### config.mk
export PLATFORM = sky130hd
export DESIGN_NAME = uart_rx
export DESIGN_NICKNAME = d
export VERILOG_FILES = /design/src/rtl/uart_rx_pkg.sv /design/src/rtl/uart_rx_fifo.sv /design/src/rtl/uart_rx.sv
export SDC_FILE = /design/constraint.sdc
export NUM_CORES = 1
export LEC_CHECK = 0
export BUFFER_PORTS_ARGS = -buffer_cell sky130_fd_sc_hd__buf_2
export CAP_MARGIN = 25
export CORE_UTILIZATION = 55
export CTS_BUF_LIST = sky130_fd_sc_hd__clkbuf_8 sky130_fd_sc_hd__clkbuf_16
export CTS_CLUSTER_DIAMETER = 40
export DETAILED_ROUTE_END_ITERATION = 7
export PLACE_DENSITY_LB_ADDON = 0.05
export SLEW_MARGIN = 20
export SYNTH_ARGS = -nofsm -noshare
export SYNTH_HDL_FRONTEND = slang
export SYNTH_SLANG_ARGS = --single-unit
export TNS_END_PERCENT = 100
### constraint.sdc
create_clock -name clk -period 3.3 [get_ports clk]
set_input_delay 0.66 -clock clk [delete_from_list [all_inputs] [get_ports clk]]
set_output_delay 0.66 -clock clk [all_outputs]
set_load 0.05 [all_outputs]
### src/rtl/uart_rx_pkg.sv
// Shared constants and FSM state encoding for the 8N1 UART receiver.
package uart_rx_pkg;

  localparam int unsigned DEFAULT_CLKS_PER_BIT = 104;
  localparam int unsigned FRAME_BITS           = 8;
  localparam int unsigned FIFO_DEPTH           = 4;

  typedef enum logic [2:0] {
    ST_IDLE      = 3'd0,
    ST_START     = 3'd1,
    ST_DATA      = 3'd2,
    ST_STOP      = 3'd3,
    ST_WAIT_IDLE = 3'd4
  } state_e;

endpackage

### src/rtl/uart_rx_fifo.sv
// 4-entry receive FIFO; head is presented combinationally on dout.
module uart_rx_fifo
  import uart_rx_pkg::*;
(
  input  logic                  clk,
  input  logic                  rst_n,
  input  logic                  push,
  input  logic                  pop,
  input  logic [FRAME_BITS-1:0] din,
  output logic [FRAME_BITS-1:0] dout,
  output logic                  full,
  output logic                  empty
);

  localparam int unsigned PTR_W = $clog2(FIFO_DEPTH);
  localparam int unsigned CNT_W = PTR_W + 1;

  logic [FRAME_BITS-1:0] mem_q [FIFO_DEPTH];
  logic [FRAME_BITS-1:0] mem_d [FIFO_DEPTH];
  logic [PTR_W-1:0]      wr_q, wr_d, rd_q, rd_d;
  logic [CNT_W-1:0]      cnt_q, cnt_d;
  logic                  push_ok, pop_ok;

  assign full  = (cnt_q == CNT_W'(FIFO_DEPTH));
  assign empty = (cnt_q == '0);
  assign dout  = mem_q[rd_q];

  // A push into a full FIFO is legal only alongside a pop; it reuses the slot being freed.
  assign pop_ok  = pop & ~empty;
  assign push_ok = push & (~full | pop_ok);

  always_comb begin
    mem_d = mem_q;
    wr_d  = wr_q;
    rd_d  = rd_q;
    cnt_d = cnt_q;
    if (push_ok) begin
      mem_d[wr_q] = din;
      wr_d        = wr_q + PTR_W'(1);
    end
    if (pop_ok) begin
      rd_d = rd_q + PTR_W'(1);
    end
    case ({push_ok, pop_ok})
      2'b10:   cnt_d = cnt_q + CNT_W'(1);
      2'b01:   cnt_d = cnt_q - CNT_W'(1);
      default: cnt_d = cnt_q;
    endcase
  end

  always_ff @(posedge clk) begin
    if (!rst_n) begin
      mem_q <= '{default: '0};
      wr_q  <= '0;
      rd_q  <= '0;
      cnt_q <= '0;
    end else begin
      mem_q <= mem_d;
      wr_q  <= wr_d;
      rd_q  <= rd_d;
      cnt_q <= cnt_d;
    end
  end

endmodule

### src/rtl/uart_rx.sv
// 8N1 UART receiver with sticky framing/overrun flags.
// Define UART_RX_FIFO_EN for a 4-entry receive FIFO; otherwise a single holding register.
module uart_rx
  import uart_rx_pkg::*;
#(
  parameter int unsigned CLKS_PER_BIT = DEFAULT_CLKS_PER_BIT
) (
  input  logic                  clk,
  input  logic                  rst_n,
  input  logic                  rx,
  output logic [FRAME_BITS-1:0] rx_value,
  output logic                  rx_valid,
  input  logic                  rx_ack,
  input  logic                  clear_errors,
  output logic                  framing_error,
  output logic                  overrun,
  output logic                  busy
);

  localparam int unsigned CNT_W  = $clog2(CLKS_PER_BIT);
  localparam int unsigned BCNT_W = $clog2(FRAME_BITS);
  localparam logic [CNT_W-1:0]  BIT_LAST  = CNT_W'(CLKS_PER_BIT - 1);
  localparam logic [CNT_W-1:0]  HALF_LAST = CNT_W'(CLKS_PER_BIT / 2 - 1);
  localparam logic [BCNT_W-1:0] BCNT_LAST = BCNT_W'(FRAME_BITS - 1);

  logic                  sync1_q, sync2_q, rx_prev_q;
  logic                  rx_s;
  state_e                state_q, state_d;
  logic [CNT_W-1:0]      cnt_q, cnt_d;
  logic [BCNT_W-1:0]     bcnt_q, bcnt_d;
  logic [FRAME_BITS-1:0] shift_q, shift_d;
  logic                  framing_q, framing_d;
  logic                  overrun_q, overrun_d;
  logic                  store, frame_err_set, overrun_set;

  assign rx_s = sync2_q;

  always_ff @(posedge clk) begin
    if (!rst_n) begin
      sync1_q   <= 1'b1;
      sync2_q   <= 1'b1;
      rx_prev_q <= 1'b1;
    end else begin
      sync1_q   <= rx;
      sync2_q   <= sync1_q;
      rx_prev_q <= sync2_q;
    end
  end

  always_comb begin
    state_d       = state_q;
    cnt_d         = cnt_q;
    bcnt_d        = bcnt_q;
    shift_d       = shift_q;
    store         = 1'b0;
    frame_err_set = 1'b0;
    case (state_q)
      ST_IDLE: begin
        if (rx_prev_q && !rx_s) begin
          state_d = ST_START;
          cnt_d   = '0;
          bcnt_d  = '0;
        end
      end
      ST_START: begin
        if (cnt_q == HALF_LAST) begin
          cnt_d   = '0;
          state_d = rx_s ? ST_IDLE : ST_DATA;
        end else begin
          cnt_d = cnt_q + CNT_W'(1);
        end
      end
      ST_DATA: begin
        if (cnt_q == BIT_LAST) begin
          cnt_d   = '0;
          shift_d = {rx_s, shift_q[FRAME_BITS-1:1]};
          bcnt_d  = bcnt_q + BCNT_W'(1);
          if (bcnt_q == BCNT_LAST) begin
            state_d = ST_STOP;
          end
        end else begin
          cnt_d = cnt_q + CNT_W'(1);
        end
      end
      ST_STOP: begin
        if (cnt_q == BIT_LAST) begin
          cnt_d = '0;
          if (rx_s) begin
            store   = 1'b1;
            state_d = ST_IDLE;
          end else begin
            frame_err_set = 1'b1;
            state_d       = ST_WAIT_IDLE;
          end
        end else begin
          cnt_d = cnt_q + CNT_W'(1);
        end
      end
      ST_WAIT_IDLE: begin
        if (rx_s) begin
          state_d = ST_IDLE;
        end
      end
      default: state_d = ST_IDLE;
    endcase
  end

`ifdef UART_RX_FIFO_EN
  logic                  fifo_push, fifo_pop, fifo_full, fifo_empty;
  logic [FRAME_BITS-1:0] fifo_dout;

  always_comb begin
    fifo_pop    = rx_ack & ~fifo_empty;
    fifo_push   = store & (~fifo_full | fifo_pop);
    overrun_set = store & fifo_full & ~fifo_pop;
  end

  uart_rx_fifo u_fifo (
    .clk   (clk),
    .rst_n (rst_n),
    .push  (fifo_push),
    .pop   (fifo_pop),
    .din   (shift_q),
    .dout  (fifo_dout),
    .full  (fifo_full),
    .empty (fifo_empty)
  );

  assign rx_value = fifo_dout;
  assign rx_valid = ~fifo_empty;
`else
  logic [FRAME_BITS-1:0] hold_q, hold_d;
  logic                  valid_q, valid_d;
  logic                  ack_ok, accept;

  // A same-cycle ack frees the register, so the incoming byte replaces it.
  always_comb begin
    ack_ok      = rx_ack & valid_q;
    accept      = store & (~valid_q | ack_ok);
    overrun_set = store & valid_q & ~ack_ok;
    hold_d      = hold_q;
    valid_d     = valid_q;
    if (accept) begin
      hold_d  = shift_q;
      valid_d = 1'b1;
    end else if (ack_ok) begin
      valid_d = 1'b0;
    end
  end

  always_ff @(posedge clk) begin
    if (!rst_n) begin
      hold_q  <= '0;
      valid_q <= 1'b0;
    end else begin
      hold_q  <= hold_d;
      valid_q <= valid_d;
    end
  end

  assign rx_value = hold_q;
  assign rx_valid = valid_q;
`endif

  always_comb begin
    framing_d = frame_err_set | (framing_q & ~clear_errors);
    overrun_d = overrun_set | (overrun_q & ~clear_errors);
  end

  always_ff @(posedge clk) begin
    if (!rst_n) begin
      state_q   <= ST_IDLE;
      cnt_q     <= '0;
      bcnt_q    <= '0;
      shift_q   <= '0;
      framing_q <= 1'b0;
      overrun_q <= 1'b0;
    end else begin
      state_q   <= state_d;
      cnt_q     <= cnt_d;
      bcnt_q    <= bcnt_d;
      shift_q   <= shift_d;
      framing_q <= framing_d;
      overrun_q <= overrun_d;
    end
  end

  assign framing_error = framing_q;
  assign overrun       = overrun_q;
  assign busy          = (state_q != ST_IDLE);

endmodule

## After elaboration in Yosys (flattened, before gate mapping)

Cells that the tools add are included.
W data, S select, Z words.

- ROM bits: 0
- Bits of input ports: 5
- Output and inout port bits: 12
- Bits in latches: 0
- Logic and storage cells: 74
- Flip-flop bits (word level): 35
- Memory bits (writable): 0
- Memories kept: 0

- $lt $le $gt $ge: 0
- Bitwise operators: 12
- Divide/modulo/power cells: 0
- Shift operators: 0
- Equal/unequal tests: 13
- Multipliers: 0
- Reduce and logical (&&, ||, !) cells: 12
- Add/sub/neg operators: 2
- Mux-type cells: 24

Operators by type and width:

| operator | count |
|---|---|
| $mux W3 | 9 |
| $mux W7 | 3 |
| $pmux W7 S3 | 1 |
| $pmux W3 S5 | 1 |
| $ne A2 B2 Y1 const B | 6 |
| $mux W1 | 8 |
| $add A7 B1 Y7 const B | 1 |
| $eq A7 B6 Y1 const B | 1 |
| $eq A7 B7 Y1 const B | 1 |
| $and A1 B1 Y1 | 6 |
| $eq A3 B2 Y1 const B | 2 |
| $eq A3 B3 Y1 const B | 2 |
| $pmux W3 S2 | 1 |
| $reduce_and A6 Y1 | 1 |
| $reduce_bool A3 Y1 | 2 |
| $reduce_and A2 Y1 | 2 |
| $reduce_bool A2 Y1 | 2 |
| $add A3 B1 Y3 const B | 1 |
| $eq A3 B1 Y1 const B | 1 |
| $logic_not A3 Y1 | 1 |
| $not A1 Y1 | 3 |
| $or A1 B1 Y1 | 3 |
| $reduce_and A3 Y1 | 1 |
| $mux W2 | 1 |
| 3 further kinds | 3 |

## Longest topological paths before layout

- Word-level depth: 6
- Gate-level depth with buffers: 7
- Mapped depth without buffers: 6

## Worst setup path after synthesis

Ideal clock, no wire load.

- Kind: register to output
- Start: reg state_q[2]
- End: out busy
- Data arrival time: 1.244 ns
- Required time: 2.640 ns
- Buffers on the path: 2
- Stages on the path, launching flop included: 4
- Setup slack: 1.396 ns
- Cell sequence: dfxtp_1 buf_2 clkbuf_1 or3_1

- Word-level cells in the longest chain between the ends: 1

Ends and longest elaborated chain:

| item | RTL line | text |
|---|---|---|
| from (decl) | uart_rx.sv:28 | `state_e state_q, state_d;` |
| from (signal assigned) | uart_rx.sv:179 | `state_q <= state_d;` |
| $reduce_bool A3 Y1 | uart_rx.sv:190 | `assign busy = (state_q != ST_IDLE);` |
| to (decl) | uart_rx.sv:17 | `output logic busy` |

Every way passes these cells.

## Final worst setup path

Ends and elaborated chain as after synthesis.

==> results.cfg <==
[logic_synthesis]
synth_seq_area_share = 0.4223
synthesis.area_mm2 = 0.001659
yosys-top-cells-area = dfxtp_1, mux2i_1, nor2_1
syn-num-nets = 177
async_flop_share = 0
yosys_most_used_dff = dfxtp_1
syn-instance-count = 169
synth_area_leader_cell = dfxtp_1
synth.distinct_cells = 47
avgSynthCellArea_um2 = 9.817
yosysWarnings = 0
synth_seq_cells = 35
synth_top_area_frac = 0.4223
synth_edf_count = 0

[cts]
ctsResizeCount = 0
cts_tree = built
cts_root_buffer = clkbuf_8
clk-insertion-delay-late_ps = 300
htree_levels = 2
cts.sinks = 35
clk_pin_slew_worst_paths_ps = 70
numCtsBuffers = 5
cts_hold_buffers = 0
postCtsSetupBuffers = 0
cts_buffer_depth = 2

[detailed_routing]
vias = 1223
viasPerCell = 5.742
wire_per_inst_um = 14.11
drt_iter0_drc = 31
post-route-drc-count = 2
detail-route-antenna-nets = 0
dr.pass1.iters = 6
totalWireLength_um = 3006

[cells_and_area]
syn_to_final_growth_pct = 10.11
final_layout_size_suffix_gt1_frac = 0.1923
fill_cells = 248
final_nets = 189
fin_cells = 213
diodes = 0

[placement]
gp_congestion = 0.8107
dp.cells = 205
io_buffers = 16
dp_hpwl_um = 2052

[global_routing]
grt_pass1_wl_um = 5188
overflow = 0
grt_pass1_vias = 1179
antenna_found_initial = 0
grt_max_degree = 24
grt_usage = 0.2128

[setup_path]
criticalPathCategory = flop to output pin
cp-end-kind = output pin
crit_arrival_ps = 1480
startpoint_type = flop
critPathMaxFanout = 18
required_ps = 2640

[floorplan]
die_h_um = 56.92
die_w_um = 56.92
die_area_mm2 = 0.003240
coreArea_mm2 = 0.002805
ios = 17
fp-row-count = 19
start_util = 0.5914

[sta]
fin_crit_sh = 0.6484
rsz0062_at_grt = no
relSlewSlack = 0.5060
skew_ps = 5.782
finalHoldViolCount = 0
setup_tns_ps = 0
setup_viol = 0
fmaxAchievable_ghz = 0.4673
period_minus_slack_ps = 2140
worstMarginPinSlew_ps = 740.1
drv_slew = 0

[power]
powerDensity_mw_per_mm2 = 476.0
intPower_mw = 0.6705
max-vdd-ir-drop_v = 0.0003803
power.leakage_nw = 0.7757
pwr-share-seq = 0.498
comb_power_share = 0.047
p_clk_frac = 0.456
p_sw_frac = 0.2288
power.net_switching_mw = 0.1990

[status]
status = complete, but fails checks
failed_checks = DRC

[min_path]
holdCritPathClass = flop to flop

[job]
drv_cap = 0
-- cells in the mapped netlist (all sizes together) (3+ instances only) --
cell / instances
and3b: 3
a21oi: 6
buf: 8
nand3: 5
mux2i: 20
nor2: 25
clkbuf: 3
nor2b: 4
dfxtp: 35
inv: 3
nand2b: 7
ha: 3
nand2: 11
o31ai: 3
-- power by group through the flow --
stage / clock network (mW) / registers, mW / logic [mW]
2_1_floorplan: 0 / 0.438 / 0.0366
3_3_place_gp: 0 / 0.442 / 0.0398
3_5_place_dp: 0 / 0.442 / 0.0409
4_1_cts: 0.406 / 0.432 / 0.0409
5_1_grt: 0.421 / 0.433 / 0.0443
6_report: 0.396 / 0.433 / 0.0406
-- layout make-up --
class	count	area [µm²]	area share
clock inverter	3	47.55	0.02603
multi-input combinational	120	879.6	0.4815
clock buffer	5	68.82	0.03767
tap	31	38.79	0.02123
inverter	3	11.26	0.006164
timing repair buffer	16	80.08	0.04384
sequential	35	700.7	0.3836
-- routing by layer --
metal	vias up	share of wire	wire length [µm]	global-route usage
met5	-	0	0	0
met4	0	0.029	86	0.1394
met2	21	0.46	1378	0.3294
li1	616	-	-	-
met3	10	0.035	105	0.06452
met1	576	0.48	1436	0.2550
-- worst max-delay path: stages (launching register included) --
cell	delay, ps
dfxtp_1	740
or3_1	200
buf_2	250
-- cells in the final DEF, fill, tap and decap left out, drive strengths merged, types with 2 or more instances in the layout --
| cell | instances |
|---|---|
| nor3 | 2 |
| a31oi | 2 |
| and3b | 3 |
| nand4 | 2 |
| nor3b | 2 |
| ha | 3 |
| nor2b | 4 |
| o41ai | 2 |
| nand2b | 7 |
| xnor2 | 2 |
| inv | 4 |
| nor2 | 25 |
| nand2 | 11 |
| o31ai | 3 |
| dfxtp | 35 |
| a21oi | 6 |
| clkbuf | 5 |
| buf | 16 |
| o22ai | 2 |
| a211oi | 2 |
| mux2i | 20 |
| nand3 | 5 |
-- metrics by stage --
stage	area [µm²]	worst slack [ps]	hold WS [ps]	total power, mW	utilization
3_5_place_dp	1710	1223	396.2	0.4832	0.6097
2_1_floorplan	1659	1396	386.3	0.4749	-
5_1_grt	1827	1058	449.2	0.8983	0.6512
3_3_place_gp	1710	1281	390.8	0.4819	0.6097
6_report	1827	1160	413.9	0.8695	0.6512
4_1_cts	1827	1160	417.4	0.8789	0.6512
-- state kept, by name, summed over array words and instances, names as in the netlist, 3 cells and up --
name      flops
rx_value      8
cnt_q         7
state_q       3
shift_q       8
bcnt_q        3
-- path summary, 6_finish.rpt --
path	slack, ps	cells after the start	to	start
setup reg to reg	1180	5	shift_q[7]	cnt_q[0]
setup / recovery	1160	2	busy	state_q[2]
hold reg to reg	410	1	rx_s	sync1_q
hold / removal	410	1	rx_s	sync1_q
-- logic make-up after synthesis --
kind of cell | Yosys count | synth area share
compound gates | 26 | 0.1463
buf+inv | 14 | 0.04751
flops | 35 | 0.4223
simple gates | 68 | 0.2247
mux | 20 | 0.1207
xor+xnor | 3 | 0.01584
fa+ha+maj | 3 | 0.02263
(Power assumes the default switching activity.)
